**src/rtl/io_pkg.sv**
```systemverilog
// Shared constants for the UART/CPU byte buffer:
// status bit positions, TX FSM states and the default FIFO depth.
package io_pkg;

   localparam int IO_ERR_RX_OVF  = 0;
   localparam int IO_ERR_FRAME   = 1;
   localparam int IO_ERR_RX_FULL = 2;
   localparam int IO_ERR_TX_FULL = 3;

   localparam int IO_DEPTH_LOG2 = 4;

   typedef enum logic [1:0] {
      TX_IDLE = 2'd0,
      TX_HOLD = 2'd1,
      TX_WAIT = 2'd2
   } tx_state_e;

endpackage

```
**src/rtl/io_buffer_if.sv**
```systemverilog
// CPU-side IO port: io_in/io_out valid/ready channels plus status.
// master = CPU, slave = io_buffer.
interface io_buffer_if;

   logic [7:0] io_in_data;
   logic       io_in_vld;
   logic       io_in_rdy;
   logic [7:0] io_out_data;
   logic       io_out_vld;
   logic       io_out_rdy;
   logic [4:0] io_err;
   logic       err_clr;

   modport master (
      input  io_in_data, io_in_vld,
      output io_in_rdy,
      output io_out_data, io_out_vld,
      input  io_out_rdy,
      input  io_err,
      output err_clr
   );

   modport slave (
      output io_in_data, io_in_vld,
      input  io_in_rdy,
      input  io_out_data, io_out_vld,
      output io_out_rdy,
      output io_err,
      input  err_clr
   );

endinterface

```
**src/rtl/sync_fifo.sv**
```systemverilog
// First-word-fall-through byte FIFO with asynchronous reset.
// A push into a full FIFO is accepted only when a pop happens on the same edge.
module sync_fifo #(
   parameter int DEPTH_LOG2 = 4
) (
   input  logic                clk,
   input  logic                rst,
   input  logic                push,
   input  logic                pop,
   input  logic [7:0]          wdata,
   output logic [7:0]          rdata,
   output logic                full,
   output logic                empty,
   output logic [DEPTH_LOG2:0] count
);

   localparam int DEPTH = 1 << DEPTH_LOG2;
   localparam logic [DEPTH_LOG2:0]   FULL_CNT = (DEPTH_LOG2 + 1)'(DEPTH);
   localparam logic [DEPTH_LOG2:0]   CNT_ONE  = (DEPTH_LOG2 + 1)'(1);
   localparam logic [DEPTH_LOG2-1:0] PTR_ONE  = DEPTH_LOG2'(1);

   logic [7:0]            mem [DEPTH];
   logic [DEPTH_LOG2-1:0] wr_ptr;
   logic [DEPTH_LOG2-1:0] rd_ptr;
   logic                  do_push;
   logic                  do_pop;

   assign full    = (count == FULL_CNT);
   assign empty   = (count == '0);
   assign rdata   = mem[rd_ptr];
   assign do_pop  = pop & ~empty;
   assign do_push = push & (~full | do_pop);

   always_ff @(posedge clk or posedge rst) begin
      if (rst) begin
         for (int i = 0; i < DEPTH; i++) mem[i] <= '0;
         wr_ptr <= '0;
         rd_ptr <= '0;
         count  <= '0;
      end else begin
         if (do_push) begin
            mem[wr_ptr] <= wdata;
            wr_ptr      <= wr_ptr + PTR_ONE;
         end
         if (do_pop) rd_ptr <= rd_ptr + PTR_ONE;
         if (do_push && !do_pop) count <= count + CNT_ONE;
         else if (do_pop && !do_push) count <= count - CNT_ONE;
      end
   end

endmodule

```
**src/rtl/io_buffer.sv**
```systemverilog
// Byte buffer between UART and CPU IO port: RX FIFO to io_in,
// io_out to TX FIFO drained into the UART by a three-state FSM.
module io_buffer
   import io_pkg::*;
#(
   parameter int DEPTH_LOG2 = IO_DEPTH_LOG2
) (
   input  logic       clk,
   input  logic       rst,
   input  logic [7:0] rx_data,
   input  logic       rx_valid,
   input  logic       rx_frame_err,
   output logic [7:0] tx_data,
   output logic       tx_start,
   input  logic       tx_busy,
   io_buffer_if.slave cpu
);

   localparam logic [DEPTH_LOG2:0] FULL_CNT =
      (DEPTH_LOG2 + 1)'(1 << DEPTH_LOG2);

   logic [7:0]          rx_head, tx_head;
   logic                rx_full, rx_empty;
   logic                tx_full, tx_empty;
   logic [DEPTH_LOG2:0] rx_count, tx_count;
   logic                rx_pop, rx_ovf;
   logic                tx_push, tx_pop;
   logic                start_nxt;
   logic [1:0]          err_q;
   logic [4:0]          err_w;
   tx_state_e           state, state_nxt;

   assign rx_pop  = cpu.io_in_rdy & ~rx_empty;
   assign rx_ovf  = rx_valid & rx_full & ~rx_pop;
   assign tx_push = cpu.io_out_vld & ~tx_full;

   sync_fifo #(.DEPTH_LOG2(DEPTH_LOG2)) u_rx (
      .clk(clk), .rst(rst),
      .push(rx_valid), .pop(rx_pop),
      .wdata(rx_data), .rdata(rx_head),
      .full(rx_full), .empty(rx_empty), .count(rx_count)
   );

   sync_fifo #(.DEPTH_LOG2(DEPTH_LOG2)) u_tx (
      .clk(clk), .rst(rst),
      .push(tx_push), .pop(tx_pop),
      .wdata(cpu.io_out_data), .rdata(tx_head),
      .full(tx_full), .empty(tx_empty), .count(tx_count)
   );

   assign cpu.io_in_data = rx_head;
   assign cpu.io_in_vld  = ~rx_empty;
   assign cpu.io_out_rdy = ~tx_full;

   // HOLD ignores tx_busy: the UART raises busy one cycle after tx_start
   always_comb begin
      state_nxt = state;
      tx_pop    = 1'b0;
      start_nxt = 1'b0;
      unique case (state)
         TX_IDLE: if (!tx_empty && !tx_busy) begin
            tx_pop    = 1'b1;
            start_nxt = 1'b1;
            state_nxt = TX_HOLD;
         end
         TX_HOLD: state_nxt = TX_WAIT;
         TX_WAIT: if (!tx_busy) state_nxt = TX_IDLE;
         default: state_nxt = TX_IDLE;
      endcase
   end

   always_ff @(posedge clk or posedge rst) begin
      if (rst) begin
         state    <= TX_IDLE;
         tx_start <= 1'b0;
         tx_data  <= '0;
      end else begin
         state    <= state_nxt;
         tx_start <= start_nxt;
         if (tx_pop) tx_data <= tx_head;
      end
   end

   // a new error event wins over a coincident clear
   always_ff @(posedge clk or posedge rst) begin
      if (rst) begin
         err_q <= '0;
      end else begin
         if (rx_ovf) err_q[0] <= 1'b1;
         else if (cpu.err_clr) err_q[0] <= 1'b0;
         if (rx_frame_err) err_q[1] <= 1'b1;
         else if (cpu.err_clr) err_q[1] <= 1'b0;
      end
   end

   always_comb begin
      err_w                 = '0;
      err_w[IO_ERR_RX_OVF]  = err_q[0];
      err_w[IO_ERR_FRAME]   = err_q[1];
      err_w[IO_ERR_RX_FULL] = (rx_count == FULL_CNT);
      err_w[IO_ERR_TX_FULL] = (tx_count == FULL_CNT);
   end

   assign cpu.io_err = err_w;

endmodule

```
**src/flat_wrapper.sv**
```systemverilog
// flat-port wrapper written by rule: the top's interface ports become plain ports
module io_buffer_flat import io_pkg::*;
#(
   parameter int DEPTH_LOG2 = IO_DEPTH_LOG2
)
  (clk, rst, rx_data, rx_valid, rx_frame_err, tx_data, tx_start, tx_busy, cpu_io_in_data, cpu_io_in_vld, cpu_io_in_rdy, cpu_io_out_data, cpu_io_out_vld, cpu_io_out_rdy, cpu_io_err, cpu_err_clr);
  io_buffer_if cpu_i ();
  input  logic clk;
  input  logic rst;
  input  logic [7:0] rx_data;
  input  logic rx_valid;
  input  logic rx_frame_err;
  output logic [7:0] tx_data;
  output logic tx_start;
  input  logic tx_busy;
  output wire logic [$bits(cpu_i.io_in_data)-1:0] cpu_io_in_data;
  output wire logic [$bits(cpu_i.io_in_vld)-1:0] cpu_io_in_vld;
  input wire logic [$bits(cpu_i.io_in_rdy)-1:0] cpu_io_in_rdy;
  input wire logic [$bits(cpu_i.io_out_data)-1:0] cpu_io_out_data;
  input wire logic [$bits(cpu_i.io_out_vld)-1:0] cpu_io_out_vld;
  output wire logic [$bits(cpu_i.io_out_rdy)-1:0] cpu_io_out_rdy;
  output wire logic [$bits(cpu_i.io_err)-1:0] cpu_io_err;
  input wire logic [$bits(cpu_i.err_clr)-1:0] cpu_err_clr;
  assign cpu_io_in_data = cpu_i.io_in_data;
  assign cpu_io_in_vld = cpu_i.io_in_vld;
  assign cpu_i.io_in_rdy = cpu_io_in_rdy;
  assign cpu_i.io_out_data = cpu_io_out_data;
  assign cpu_i.io_out_vld = cpu_io_out_vld;
  assign cpu_io_out_rdy = cpu_i.io_out_rdy;
  assign cpu_io_err = cpu_i.io_err;
  assign cpu_i.err_clr = cpu_err_clr;
  io_buffer #(.DEPTH_LOG2(DEPTH_LOG2)) u_core (.clk(clk), .rst(rst), .rx_data(rx_data), .rx_valid(rx_valid), .rx_frame_err(rx_frame_err), .tx_data(tx_data), .tx_start(tx_start), .tx_busy(tx_busy), .cpu(cpu_i));
endmodule
```
**config.mk**
```make
export PLATFORM = sky130hd
export DESIGN_NAME = io_buffer_flat
export DESIGN_NICKNAME = d
export VERILOG_FILES = /design/src/rtl/io_pkg.sv /design/src/rtl/io_buffer_if.sv /design/src/rtl/sync_fifo.sv /design/src/rtl/io_buffer.sv /design/src/flat_wrapper.sv
export SDC_FILE = /design/constraint.sdc
export NUM_CORES = 1
export LEC_CHECK = 0
export CAP_MARGIN = 25
export CORE_ASPECT_RATIO = 2
export CORE_UTILIZATION = 50
export CTS_CLUSTER_SIZE = 24
export DETAILED_ROUTE_END_ITERATION = 8
export PLACE_DENSITY_LB_ADDON = 0.05
export SLEW_MARGIN = 20
export SYNTH_ARGS = -nofsm -noshare
export SYNTH_HDL_FRONTEND = slang
export SYNTH_HIERARCHICAL = 1
export SYNTH_SLANG_ARGS = --single-unit
```
**constraint.sdc**
```tcl
create_clock -name clk -period 12.9 [get_ports clk]
set_clock_uncertainty 0.1 [all_clocks]
set_input_delay 2.58 -clock clk [delete_from_list [all_inputs] [get_ports clk]]
set_output_delay 2.58 -clock clk [all_outputs]
set_load 0.01 [all_outputs]
```
# --- Yosys cells after proc, flatten, opt, wreduce, memory -nomap -nowiden ---
# Index checks and enable logic that the tools add are counted.
totals:
  reg_bits: 295
  input_bits: 24
  out_inout_bits: 24
  wordCells: 127
classes:
  n_addsub: 8
  magnitude_cmp: 6
  n_eq_ne: 6
  mux: 24
  bitwise_logic: 19
  n_reduce_logical: 21
op_table:
  columns: ["cell", "count"]
  rows:
  - ["128-bit bitwise mux", 2]
  - ["8-bit binary-select mux with 4-bit select", 2]
  - ["8-bit demux with 4-bit select", 2]
  - ["8-bit two-way mux", 6]
  - ["5-bit >= comparator (second input constant)", 4]
  - ["5-bit two-way mux", 4]
  - ["4-bit NOT with 5-bit output", 4]
  - ["4-bit by 1-bit adder with 4-bit output (second input constant)", 4]
  - ["5-bit by 1-bit adder with 5-bit output (second input constant)", 2]
  - ["5-bit == test (second input constant)", 2]
  - ["5-bit zero test", 2]
  - ["5-bit by 1-bit less-than comparator with 1-bit output (second input constant)", 2]
  - ["5-bit by 1-bit subtractor with 5-bit output (second input constant)", 2]
  - ["1-bit AND", 8]
  - ["2-bit nonzero test", 4]
  - ["1-bit logical AND", 7]
  - ["1-bit zero test", 6]
  - ["2-bit one-hot mux with 3 select lines", 1]
  - ["1-bit two-way mux", 5]
  - ["1-bit NOT", 5]
  - ["2-bit two-way mux", 2]
  - ["2-bit by 1-bit == test with 1-bit output (second input constant)", 1]
  - ["2-bit == test (second input constant)", 1]
  - ["2-bit zero test", 1]
  - ["4 further kinds", 5]

# --- Logic depth before layout (Yosys ltp) ---
depth:
  depth_word: 12
  mapped_depth: 14
  depth_no_buf: 13

# --- Hierarchy ---
# The synthesis kept the hierarchy.
by_module_without_submodules:
  columns: ["mod", "instances", "cells_each", "area_per_inst_um2", "seq_area_each_um2"]
  rows:
  - ["sync_fifo", 2, 435, 6581.3, 3528.4]
  - ["io_buffer", 1, 41, 543.0, 325.3]

# --- Least setup slack after synthesis ---
# OpenSTA, ideal clock, no wires.
synth_timing:
  kind: "input to register"
  from: "input port tx_busy"
  to: "register u_core.u_tx.count[4]"
  setup_ns: 0.136
  t_arrival_ns: 5.046
  required_time_ns: 12.664
  slack_ns: 7.617
  cell_stages: 10
  path_buffers: 0
  cell_sequence: "nor4_4 -> nand2b_1 -> o21ai_0 -> inv_1 -> ha_1 -> inv_1 -> fa_1 -> a21o_1 -> a2111oi_0 -> o31ai_1"
synth_via:
  elab_chain_len: 10
  word_cells_on_any_way: 13
  classes_between: "3 x mux; 3 x bitwise; 7 x reduce/logical"
synth_rtl:
  columns: ["item", "line", "source"]
  rows:
  - ["from (decl)", "flat_wrapper.sv:15", "input logic tx_busy;"]
  - ["1-bit zero test (*)", "io_buffer.sv:61", "TX_IDLE: if (!tx_empty && !tx_busy) begin"]
  - ["1-bit logical AND (*)", "io_buffer.sv:61", null]
  - ["1-bit two-way mux (*)", "io_buffer.sv:61", null]
  - ["1-bit two-way mux (*)", "io_buffer.sv:60", "unique case (state)"]
  - ["1-bit AND (*)", "sync_fifo.sv:31", "assign do_pop = pop & ~empty;"]
  - ["1-bit bitwise OR (*)", "sync_fifo.sv:32", "assign do_push = push & (~full | do_pop);"]
  - ["1-bit AND (*)", "sync_fifo.sv:32", null]
  - ["named net u_core.u_tx.do_push", "sync_fifo.sv:25", "logic do_push;"]
  - ["1-bit zero test", "sync_fifo.sv:47", "else if (do_pop && !do_push) count <= count - CNT_ONE;"]
  - ["1-bit logical AND", "sync_fifo.sv:47", null]
  - ["2-bit nonzero test (no line)", null, null]
  - ["to (signal assigned)", "sync_fifo.sv:46", "if (do_push && !do_pop) count <= count + CNT_ONE;"]
  - ["to (signal assigned)", "sync_fifo.sv:47", null]
  - ["to (decl)", "sync_fifo.sv:14", "output logic [DEPTH_LOG2:0] count"]
# Mark *: on every way through the listed nets, which the timed path passes. The rest lies on a longest branch.
# A chain may end at the register's enable or synchronous reset.

# --- Final worst setup path ---
layout_timing:
  from: "input port tx_busy"
  to: "register u_core.u_tx.count[4]"
layout_via:
  elab_chain_len: 10
  word_cells_on_any_way: 13
  classes_between: "3 x mux; 3 x bitwise; 7 x reduce/logical"
layout_rtl:
  columns: ["item", "line", "source"]
  rows:
  - ["1-bit zero test (*)", "io_buffer.sv:61", null]
  - ["1-bit logical AND (*)", "io_buffer.sv:61", null]
  - ["1-bit two-way mux (*) (2 in series)", null, null]
  - ["named net u_core.start_nxt", "io_buffer.sv:28", "logic start_nxt;"]
  - ["1-bit AND (*)", "sync_fifo.sv:31", null]
  - ["1-bit bitwise OR (*)", "sync_fifo.sv:32", null]
  - ["1-bit AND (*)", "sync_fifo.sv:32", null]
  - ["named net u_core.u_tx.do_push", "sync_fifo.sv:25", null]
  - ["1-bit zero test", "sync_fifo.sv:47", null]
  - ["1-bit logical AND", "sync_fifo.sv:47", null]
  - ["2-bit nonzero test (no line)", null, null]
# Marks and branches as above.

==> summary.md <==
Power spread over the standard cell area amounts to 267.8 mW/mm^2. The reported leakage power was 6.513 nW; the remaining max-slew budget at the tightest pin was 27.03%. Start-to-end type of the worst setup path: input pin to register. Once placement finished, the instance area stood at 0.01445 sq mm. Measured on the finished design, the core utilization comes to 57.30%.

The first global-routing pass estimated 50,220 um of wire. The logs give 0 for the number of maximum-capacitance violations and 1,260 for the total instance count after detailed placement. The buffer depth of the longest clock path came out at 3. The share of final-layout standard cells stronger than drive strength 1 works out to 41.52%. Clock tree synthesis selected as its root buffer the cell clkbuf_16. Sink count of the clock tree: 295. Traced cell by cell, the critical path runs through clkdlybuf4s50_1, nor4_4, nand2b_1, o21ai_0, inv_1, ha_1, inv_1, fa_1, a21o_1, a2111oi_0, o31ai_1. In this run the core area contains 85 standard-cell rows.

The post-detailed-route wirelength per cell came out at 23.72 um. The die is 236.1 um tall. The design draws 0.004129 W.

0 antenna diodes ended up in the layout. By area the synthesized netlist is led by dfrtp_1, mux2_2, mux4_2, a22oi_1, ha_1. Length of the first detailed-routing pass in iterations: 4. The final standard cell count with taps included and fillers excluded was 1,309; the final count of pins violating max slew was 0. The tools report the type of element capturing the critical path as a register.

The insertion delay of the later-clocked pin in the worst-skew pair was 0.54 ns. Across all layers, the routed design uses 7,668 vias. Data on the critical path is required at its endpoint by 13.20 ns. Routability-driven placement finished with a final weighted congestion of 0.7920.

The number of nets handed over by synthesis was 955. Initial antenna violation count: 0. From synthesis to final layout, the design area changed by 12.49%. The total number of nets in the final design came out at 986. The run finished with clean final reports. For this run, design rule violations remaining after detail routing come to 0. The die covers 0.02812 sq mm. Global routing used 23.50% of the available tracks. Entering global routing, the biggest net connects 86 pins.

The critical path startpoint category was an input pin. In this run, CTS created clock tree buffers numbering 27. The width of the die came out at 119.1 um.

The most used flip-flop cell after synthesis is dfrtp_1. The count of nets left with antenna violations once routing finished came out at 0. For this run, the slowest stage of the critical path takes 0.60 ns.

The maximum ir drop on the vdd rail is 138.3 uV. Once the clock tree was built, the setup fixing pass inserted 0 buffers. The tools report the post-cts resize count as 0. The final setup TNS is 0 ns, and the transition time of the tightest slew-check pin is 1.091 ns.

Counting the fill cells in the layout gives 2,131. Setup repair after global routing left no endpoint under its margin. The run gives 8,639 as the via count of the first global-routing pass. In this run the tool buffered the top-level ports with 46 buffer cells. By count the netlist is led by dfrtp_1, mux2_2, mux4_2, clkbuf_1, nand2_1. After clock tree synthesis, the flow added hold-fix buffers numbering 0. The Yosys step of the flow raised 6 warnings. The time the final worst path needs with I/O delays and setup was 5.807 ns. After layout, the worst path uses 45.01% of the clock period. Synthesized cell area: 0.01371 sq mm. The number of endpoints failing setup at the final stage came out at 0. Among all stages on the critical path, the largest delay is contributed by nor4_4. The wire-length estimate of the detail-placed layout is 21,890 um. Synthesis handed over a netlist of 911 instances. The area of the core region is 0.02691 sq mm, and the number of synthesized flops with an enable pin is 0. The most used cell along the critical path was inv_1. The critical path contains buffers and inverters numbering 3 combined.

After synthesis, flip-flops and latches occupy 53.86% of the total area. For this configuration, the core starts out at a cell density of 50.94%. After synthesis the netlist holds a flip-flop and latch count of 295. For the count of boundary I/O pins, the log shows 48. The clock-pin slew reported for the worst setup and hold paths after clock tree synthesis is 0.07 ns, and the arrival time of data at the critical path endpoint is 6.11 ns. Total count of hold-check failures in the final report: 0. The number of DRC markers after the initial detailed-route iteration was 365.

Summed over all layers, the routed wires come to 31,040 um. The critical path's top delay family was compound AO/OA/AOI/OAI gates. Global routing finished with a remaining overflow of 0. The cell type with the largest total area after synthesis is dfrtp_1.

In this run the mean area of a mapped cell was 15.04 sq um. The share of flip-flops with an asynchronous set or reset was 100.0%. dfrtp_1 is the most common cell in the netlist. The type of the worst min-delay path is register to register. Summing all non-filler instances in the final layout gives an area of 0.01542 sq mm. Synthesis instantiated 41 different standard cells from the library. The run gives 1 as the deepest level of the CTS H-tree. TritonCTS built the clock tree.

Static timing analysis puts the maximum clock frequency at 172.2 MHz. Summed over its instances, the top area cell type makes up 53.86% of the synthesized netlist area. Along the worst path, the maximum fanout reaches 11. The detail-routed via count per cell came out at 5.858.
-- per-layer routing --
metal | routed length, um | vias up | GRT usage (%)
met3 | 755 | 51 | 2.418
met2 | 18470 | 113 | 46.21
met5 | 0 | - | 0
met1 | 10700 | 4100 | 24.74
li1 | - | 3404 | -
met4 | 1111 | 0 | 9.666
-- logic make-up (layout without fill, tap and decap cells) --
kind of cell,after synthesis,count (layout),share of synthesized area [%]
compound gates,65,65,3.770
xor+xnor,18,18,1.150
fa+ha+maj,20,20,1.935
buf+inv,70,120,2.054
flops,295,295,53.86
mux,334,334,32.79
other cells,1,1,0.02736
simple gates,108,108,4.409
-- placed cells by master, fill, tap and decap left out, types with 4 or more instances in the layout --
cell,netlist,layout
a21o_1,5,5
clkbuf_16,0,27
a22oi_1,32,32
nor3_2,6,6
mux2_1,14,14
nor2b_1,6,6
ha_1,18,18
xnor2_1,14,14
clkbuf_8,0,4
bufinv_16,0,5
mux2_2,250,250
nor2_1,26,26
a21oi_1,4,4
clkinv_2,0,7
dfrtp_1,295,293
xor2_1,4,4
o211ai_2,6,6
buf_4,3,6
nand2_1,35,35
o21ai_0,9,9
mux2_4,4,4
clkdlybuf4s50_1,0,46
nor3_1,6,6
mux4_2,64,64
nor2_4,6,6
inv_1,19,17
nand2b_1,7,7
-- sequential cells by signal (all words and copies together) (netlist names) --
| signal | count |
|---|---|
| u_core/u_rx/mem | 128 |
| u_core/u_tx/mem | 128 |
| u_core/tx_data | 8 |
| u_core/u_rx/count | 5 |
| u_core/u_tx/count | 5 |
| u_core/u_rx/rd_ptr | 4 |
| u_core/u_rx/wr_ptr | 4 |
| u_core/u_tx/rd_ptr | 4 |
| u_core/u_tx/wr_ptr | 4 |
| u_core/err_q | 2 |
| u_core/state | 2 |
| u_core/tx_start | 1 |
-- power breakdown --
part | internal, W | switching, W | total [W]
clock | 0.000509 | 0.000352 | 0.000861
sequential | 0.00138 | 0.000280 | 0.00166
combinational | 0.000910 | 0.000702 | 0.00161
total | 0.00280 | 0.00133 | 0.00413
-- path summary, 6_finish.rpt --
check | endpoint | start | slack, ns | cells after the start
worst max-delay path | u_core/u_tx/count[4] | tx_busy | 7.09 | 11
worst min-delay path | u_core/err_q[1] | u_core/err_q[1] | 0.38 | 1
worst max register to register | u_core/u_tx/count[4] | u_core/u_tx/count[0] | 8.28 | 12
worst min register to register | u_core/err_q[1] | u_core/err_q[1] | 0.38 | 1
max in group asynchronous | u_core/u_rx/mem[79] | rst | 8.78 | 3
min in group asynchronous | u_core/u_tx/mem[56] | rst | 2.51 | 2
-- through the flow --
step,hold WS [ns],worst slack [ns]
after floorplan,0.3524,6.439
after detailed placement,0.3733,6.584
after global placement,0.3615,6.705
after global routing,0.4119,6.756
final,0.3815,7.093
after CTS,0.3886,7.157
-- final cells by class --
class                      count  area [sq um]  share of cell area (%)
sequential                   295          7385                   47.90
multi-input combinational    546          6042                   39.19
clock buffer                  32         734.5                   4.764
timing repair buffer          53         516.7                   3.352
tap                          348         435.4                   2.824
clock inverter                16         222.7                   1.445
inverter                      19         81.33                  0.5275
Note: power is estimated with default switching activity, not from simulation.
